===== config.mk =====
export PLATFORM = sky130hd
export DESIGN_NAME = risc_fetch_queue
export DESIGN_NICKNAME = d
export VERILOG_FILES = /design/src/rtl/risc_fetch_queue.sv
export SDC_FILE = /design/constraint.sdc
export NUM_CORES = 1
export LEC_CHECK = 0
export CAP_MARGIN = 10
export CORE_MARGIN = 8
export CORE_UTILIZATION = 46
export CTS_CLUSTER_DIAMETER = 150
export DETAILED_ROUTE_END_ITERATION = 6
export GPL_ROUTABILITY_DRIVEN = 0
export GPL_TIMING_DRIVEN = 1
export HOLD_SLACK_MARGIN = 0.08
export PLACE_DENSITY = 0.76
export SKIP_CTS_REPAIR_TIMING = 1
export SLEW_MARGIN = 5
export SYNTH_ARGS = -nofsm -noshare
export SYNTH_HDL_FRONTEND = slang
export SYNTH_SLANG_ARGS = --single-unit

===== constraint.sdc =====
create_clock -name CLK -period 4.64 [get_ports CLK]
set_clock_uncertainty 0.1 [all_clocks]
set_input_delay 0.696 -clock CLK [delete_from_list [all_inputs] [get_ports CLK]]
set_output_delay 0.696 -clock CLK [all_outputs]
set_load 0.01 [all_outputs]

===== src/rtl/risc_fetch_queue.sv =====
// risc_fetch_queue
// ----------------
// Instruction prefetch queue between fetch and decode/operand-fetch.
// Buffers fetched instruction words together with their PC+1 values, so
// fetch keeps running while decode stalls. A branch/jump flush drops every
// buffered word. Decode sees either a valid head entry or an all-zero NOP
// with out_valid low.
//
// Optional feature macro: FETCH_QUEUE_BYPASS_EN
//   When defined, a word arriving at an empty queue is presented on out_*
//   in the same cycle. If decode takes it, the word is never written.
//
// Ports:
//   CLK        in   clock, all state changes on rising edge
//   reset      in   synchronous active-low reset
//   in_valid   in   fetch presents a word
//   in_ready   out  queue accepts a word this cycle
//   in_pc_1    in   PC+1 of the fetched word
//   in_ir      in   fetched instruction
//   flush      in   discard all queued words
//   out_valid  out  head entry valid for decode
//   out_ready  in   decode consumes head this cycle
//   out_pc_1   out  head PC+1, zero when out_valid is low
//   out_ir     out  head instruction, zero (NOP) when out_valid is low
//   count      out  occupied entries
//   flush_cnt  out  saturating count of flushes that discarded entries
module risc_fetch_queue #(
  parameter int DEPTH = 4,
  parameter int PC_W  = 8,
  parameter int IR_W  = 32
) (
  input  logic                     CLK,
  input  logic                     reset,
  input  logic                     in_valid,
  output logic                     in_ready,
  input  logic [PC_W-1:0]          in_pc_1,
  input  logic [IR_W-1:0]          in_ir,
  input  logic                     flush,
  output logic                     out_valid,
  input  logic                     out_ready,
  output logic [PC_W-1:0]          out_pc_1,
  output logic [IR_W-1:0]          out_ir,
  output logic [$clog2(DEPTH):0]   count,
  output logic [7:0]               flush_cnt
);

  localparam int AW = $clog2(DEPTH);
  localparam int CW = AW + 1;
  localparam logic [CW-1:0] FULL_COUNT = CW'(DEPTH);

  logic [PC_W-1:0] pc_mem_r [DEPTH];
  logic [IR_W-1:0] ir_mem_r [DEPTH];
  logic [AW-1:0]   wr_ptr_r;
  logic [AW-1:0]   rd_ptr_r;
  logic [CW-1:0]   count_r;
  logic [7:0]      flush_cnt_r;

  logic            empty_s;
  logic            bypass_s;
  logic            in_ready_s;
  logic            out_valid_s;
  logic            push_s;
  logic            pop_s;
  logic [PC_W-1:0] out_pc_1_s;
  logic [IR_W-1:0] out_ir_s;

  assign empty_s = (count_r == {CW{1'b0}});

`ifdef FETCH_QUEUE_BYPASS_EN
  // Hand an incoming word straight to decode while the queue is empty.
  assign bypass_s = empty_s & in_valid & ~flush & reset;
`else
  assign bypass_s = 1'b0;
`endif

  // in_ready looks only at count and flush, so a full queue never accepts a
  // word even when a pop happens in the same cycle.
  assign in_ready_s  = (count_r != FULL_COUNT) & ~flush;
  assign out_valid_s = (~empty_s | bypass_s) & ~flush;

  // A bypassed word that decode takes is neither written nor popped.
  assign push_s = in_valid & in_ready_s & ~(bypass_s & out_ready);
  assign pop_s  = out_valid_s & out_ready & ~bypass_s;

  // Head selection with NOP masking when nothing is valid.
  always_comb begin
    out_pc_1_s = {PC_W{1'b0}};
    out_ir_s   = {IR_W{1'b0}};
    if (!out_valid_s) begin
      out_pc_1_s = {PC_W{1'b0}};
      out_ir_s   = {IR_W{1'b0}};
    end else if (bypass_s) begin
      out_pc_1_s = in_pc_1;
      out_ir_s   = in_ir;
    end else begin
      out_pc_1_s = pc_mem_r[rd_ptr_r];
      out_ir_s   = ir_mem_r[rd_ptr_r];
    end
  end

  // Entry storage; never cleared, only pointers and count are.
  always_ff @(posedge CLK) begin
    if (push_s && reset && !flush) begin
      pc_mem_r[wr_ptr_r] <= in_pc_1;
      ir_mem_r[wr_ptr_r] <= in_ir;
    end
  end

  // Pointers, occupancy and flush statistics; reset beats flush beats push/pop.
  always_ff @(posedge CLK) begin
    if (!reset) begin
      wr_ptr_r    <= {AW{1'b0}};
      rd_ptr_r    <= {AW{1'b0}};
      count_r     <= {CW{1'b0}};
      flush_cnt_r <= 8'd0;
    end else if (flush) begin
      wr_ptr_r <= {AW{1'b0}};
      rd_ptr_r <= {AW{1'b0}};
      count_r  <= {CW{1'b0}};
      if (!empty_s && (flush_cnt_r != 8'hFF)) begin
        flush_cnt_r <= flush_cnt_r + 8'd1;
      end
    end else begin
      if (push_s) begin
        wr_ptr_r <= wr_ptr_r + AW'(1'b1);
      end
      if (pop_s) begin
        rd_ptr_r <= rd_ptr_r + AW'(1'b1);
      end
      case ({push_s, pop_s})
        2'b10:   count_r <= count_r + CW'(1'b1);
        2'b01:   count_r <= count_r - CW'(1'b1);
        default: count_r <= count_r;
      endcase
    end
  end

  assign in_ready  = in_ready_s;
  assign out_valid = out_valid_s;
  assign out_pc_1  = out_pc_1_s;
  assign out_ir    = out_ir_s;
  assign count     = count_r;
  assign flush_cnt = flush_cnt_r;

endmodule


Word-level counts from Yosys, hierarchy flattened
Memories as Yosys holds them, arrays and structs flattened. A register that Yosys moved wholly into a read port is not among the register bits.
Cells that the tools add are included.
- register bits after elaboration: 15
- bits in latches: 0
- bits in writable memories: 160
- bits in read-only memories: 0
- output and inout bits: 53
- logic and storage cells: 40
- memories: 2
- add/subtract/negate cells: 5
- multiply operators: 0
- divide/modulo/power cells: 0
- magnitude comparators: 0
- equal/unequal tests: 4
- shift-type cells: 0
- mux-type cells: 9
- bitwise logic cells: 7
- reductions and logical operators: 9
- memory list (name ; words ; width ; read ports ; clocked after Yosys merged registers in ; wr ports ; line ; source):
    ir_mem_r ; 4 ; 32 ; 1 ; 1 ; 1 ; 52 ; logic [IR_W-1:0] ir_mem_r [DEPTH];
    pc_mem_r ; 4 ; 8 ; 1 ; 1 ; 1 ; 51 ; logic [PC_W-1:0] pc_mem_r [DEPTH];
- operator list (operator ; number):
    32-bit two-way mux ; 1
    8-bit by 1-bit adder with 8-bit output (second input constant) ; 1
    2-bit two-way mux ; 4
    8-bit two-way mux ; 1
    8-bit != test (second input constant) ; 1
    3-bit case mux with 2 select lines ; 1
    2-bit by 1-bit adder with 2-bit output (second input constant) ; 2
    1-bit bitwise AND ; 4
    3-bit by 1-bit adder with 3-bit output (second input constant) ; 1
    1-bit logical AND ; 3
    3-bit zero test ; 1
    3-bit != test (second input constant) ; 1
    1-bit inverter ; 3
    3-bit by 1-bit subtractor with 3-bit output (second input constant) ; 1
    2-bit by 1-bit equality test with 1-bit output (second input constant) ; 1
    2-bit equality test (second input constant) ; 1
    1-bit zero test ; 2
    1-bit two-way mux ; 2
    2-bit AND reduction ; 1
    2-bit nonzero test ; 1
    2-bit OR reduction ; 1

Logic depth before layout (Yosys ltp)
- depth in word-level cells: 7
- mapped depth: 9
- depth with buffers taken out: 9

Worst setup path before layout
No wires, ideal clock.
- path type: input -> register
- from: input port in_valid
- to: memory ir_mem_r[1][0] (enable)
- library setup time: 0.401 ns
- arrival: 2.174 ns
- data required time: 4.139 ns
- slack: 1.964 ns
- cell stages on the path: 3
- buffers on the path: 0
- cell sequence: inv_1 -> a211oi_2 -> and3_1
- word-level cells in the longest chain between the ends: 5
- ends and longest elaborated chain (element ; line ; source):
    start, declared ; 34 ; input logic in_valid,
    1-bit bitwise AND ; 82 ; assign push_s = in_valid & in_ready_s & ~(bypass_s & out_ready);
    1-bit logical AND (2 in series) ; 103 ; if (push_s && reset && !flush) begin
    1-bit two-way mux ; 103 ;
    1-bit two-way mux (implied by the code) ; 105 ; ir_mem_r[wr_ptr_r] <= in_ir;
    end, declared ; 52 ;
Every way passes these cells.

Final worst setup path
- from: input port flush
- to: output port out_ir[16]
- word-level cells in the longest chain between the ends: 3
- ends and longest elaborated chain (element ; line ; source):
    start, declared ; 38 ; input logic flush,
    1-bit inverter ; 79 ; assign out_valid_s = (~empty_s | bypass_s) & ~flush;
    1-bit bitwise AND ; 79 ;
    32-bit two-way mux ; 89 ; if (!out_valid_s) begin
    end, declared ; 42 ; output logic [IR_W-1:0] out_ir,
Every way passes these cells.

==> flow_summary_export.csv <==
group,metric,value,unit
detailed_routing,wl_per_cell,19.9,um
cells_and_area,multi_input_area,0.00162,mm2
cells_and_area,mostFrequentLayoutCells,"160 x edfxtp_1, 97 x clkdlybuf4s50_1, 40 x mux4_2, 40 x and2_1, 17 x clkbuf_16",
worst_setup_path,cp.required,3.84,ns
global_route,grt_pass1_vias,3842,
synth,ys_types,30,
worst_setup_path,critPathArrivalTime,2.76,ns
flow_run,max_cap_violations,0,
power,vdd_ir_drop_max,193,uV
status,status,"completed",
power,clockPowerShare,0.424,
clocking,cts-root-buf,"clkbuf_16",
sta,rsz0062_at_grt,"no",
worst_setup_path,endpoint,"out_ir[16]",
cells_and_area,seq_area,0.00515,mm2
min_path,min-delay-start,"flush_cnt[6]$_SDFFE_PN0P_",
synth,ys_ff_latch,177,
worst_setup_path,reg2reg_depth,4,
synth,synth-compound-area-share,0.0177,
synth,synth_top_family_by_area,"multiplexers",
place,port_buffers,97,
worst_setup_path,startpoint,"flush",
synth,yosys.area_share.simple,0.0609,
worst_setup_path,criticalPathCategory,"in -> out",
cells_and_area,syn_to_final_growth,25.9,%
worst_setup_path,reg2reg_from,"count[1]$_SDFFE_PP0P_",
detailed_routing,vias_per_cell,5.34,
detailed_routing,antenna_left,0,
place,hpwl,8270,um
sta,setup_viol,0,
sta,slew_violations,0,
cells_and_area,final_common_cell,"edfxtp_1",
worst_setup_path,start_kind,"primary input",
floorplan,fp.dieArea,0.0191,mm2
clocking,clk_pin_slew,0.06,ns
power,p_comb_frac,0.036,
cells_and_area,layout.nets,509,
clocking,cts_sinks,177,
power,seqPwrFrac,0.540,
sta,period_needed,3.55,ns
sta,fmax,0.281,GHz
synth,syn-cell-area,0.00686,mm2
global_route,grt.total_usage,0.139,
power,p_leak,2.73,nW
min_path,holdCritPathClass,"reg -> reg",
global_route,grt_max_degree,42,
power,p_sw,0.605,mW
power,p_sw_frac,0.186,
synth,synthMuxAreaShare,0.134,
clocking,cts-buffers-inserted,17,
synth,syn_inst,350,
sta,hold_violations,0,
cells_and_area,stdcell_count,653,
clocking,clock_latency,0.41,ns
detailed_routing,drc,0,
synth,synthAdderAreaFrac,0.0139,
sta,fin_ws,1.09,ns
sta,fin_crit_sh,0.766,
place,dp_slack,1.02,ns
detailed_routing,wl,13000,um
worst_setup_path,r2r_end,"ir_mem_r[1][2]$_DFFE_PP_",
global_route,grt_overflow_total,0,
floorplan,die-width,138,um
synth,yosys.area_share.xor_xnor,0.00766,
floorplan,core,0.0145,mm2
detailed_routing,drt_iter0_markers,236,
floorplan,die_y,138,um
floorplan,io_pins,98,
worst_setup_path,r2r_slack,2.15,ns
power,power_per_cell_area,377,mW/mm2
floorplan,start_util,0.472,
detailed_routing,firstDrtPassIters,4,
worst_setup_path,path_max_fanout,41,
floorplan,placementRows,44,
clocking,clk_path_buf_depth,2,
synth,synth_area_per_cell,19.6,um2
global_route,grt_pass1_wl,20800,um
cells_and_area,diodes,0,
place,dp.cells,622,
cells_and_area,drive_gt1_frac,0.175,
clocking,cts_tree,"built",
synth,syn_nets,402,
detailed_routing,vias,3486,
clocking,h-tree-depth,4,
sta,setup_tns,0,ns
synth,ys_seq_area_frac,0.750,
worst_setup_path,worst_setup_path_end_kind,"output pin",
sta,worstMarginPinSlew,1.12,ns
synth,yosysWarnings,0,
global_route,antenna_found_initial,0,
power,power_report.internal_total,2.65,mW
cells_and_area,layout.filler_cells,1074,
sta,relSlewSlack,0.256,
## layout make-up
cell class | instances | share of cell area
Sequential cell | 177 | 0.597
Clock inverter | 13 | 0.0168
Clock buffer | 18 | 0.0497
Tap cell | 184 | 0.0267
Multi-Input combinational cell | 147 | 0.188
Timing Repair Buffer | 103 | 0.118
Inverter | 11 | 0.00478
## through the flow
stage	total power [mW]	util	area, um2	hold WS [ns]
detailed placement	1.91	0.554	8060	0.400
global route	3.35	0.594	8630	0.458
finish	3.26	0.594	8630	0.436
floorplan	1.83	-	6860	0.390
global placement	1.91	0.554	8060	0.393
CTS	3.28	0.594	8630	0.438
## logic make-up (layout without fill, tap and decap cells)
group | after synthesis | count (layout)
buffers and inverters | 26 | 145
xor gates and xnor gates | 6 | 6
AOI/OAI and AO/OA | 19 | 19
DFF | 177 | 177
adders and majority gates | 7 | 7
muxes | 42 | 42
and+or+nand+nor | 73 | 73
## worst max-delay path, stage by stage
cell and delay (ns):
clkdlybuf4s50_1 0.55, nor2_4 0.70, and2_1 0.25, clkdlybuf4s50_1 0.54
## layer usage
metal	GRT usage	up-vias	share of wire
met1	0.162	1735	0.43
li1	-	1603	-
met5	0	-	0
met2	0.236	126	0.50
met3	0.0411	22	0.059
met4	0.0532	0	0.015
## power groups by stage
stage / Sequential [mW] / Combinational [mW] / Clock, mW
final: 1.76 / 0.118 / 1.38
after global routing: 1.76 / 0.128 / 1.46
after CTS: 1.76 / 0.120 / 1.40
after detailed placement: 1.79 / 0.119 / 0
after global placement: 1.79 / 0.115 / 0
after floorplan: 1.79 / 0.0405 / 0
## flip-flops by register name, summed over array words and instances (netlist names), named ones only
signal,flops
pc_mem_r,32
count,3
flush_cnt,8
wr_ptr_r,2
ir_mem_r,128
rd_ptr_r,2
## Yosys cell counts
cell,number,share of area
a211oi_2,1,0.0018
a21oi_1,8,0.0058
and2_1,40,0.036
and3_1,4,0.0036
buf_1,1,0.00055
buf_2,5,0.0036
clkbuf_1,9,0.0049
dfxtp_1,17,0.050
edfxtp_1,160,0.70
fa_1,1,0.0029
ha_1,6,0.011
inv_1,11,0.0060
mux2i_1,2,0.0029
mux4_2,40,0.13
nand2_1,2,0.0011
nand2b_1,1,0.00091
nand3_1,4,0.0029
nand4_1,1,0.00091
nor2_1,12,0.0066
nor3_1,2,0.0015
nor4_1,1,0.00091
o211ai_1,1,0.0011
o21ai_0,3,0.0022
o21bai_1,1,0.0011
o31ai_1,4,0.0044
o41ai_1,1,0.0013
or3_1,3,0.0027
or4_1,3,0.0033
xnor2_1,3,0.0038
xor2_1,3,0.0038
## how the worst min path moves through the flow
stage / depth (start not counted) / endpoint
2_1_floorplan: 2 / flip-flop
3_3_place_gp: 2 / flush_cnt[7]$_SDFFE_PN0P_
3_5_place_dp: 2 / flush_cnt[6]$_SDFFE_PN0P_
4_1_cts: 2 / flush_cnt[6]$_SDFFE_PN0P_
5_1_grt: 2 / flush_cnt[6]$_SDFFE_PN0P_
6_report: 2 / flush_cnt[6]$_SDFFE_PN0P_
Power figures use the tool's default switching activity.
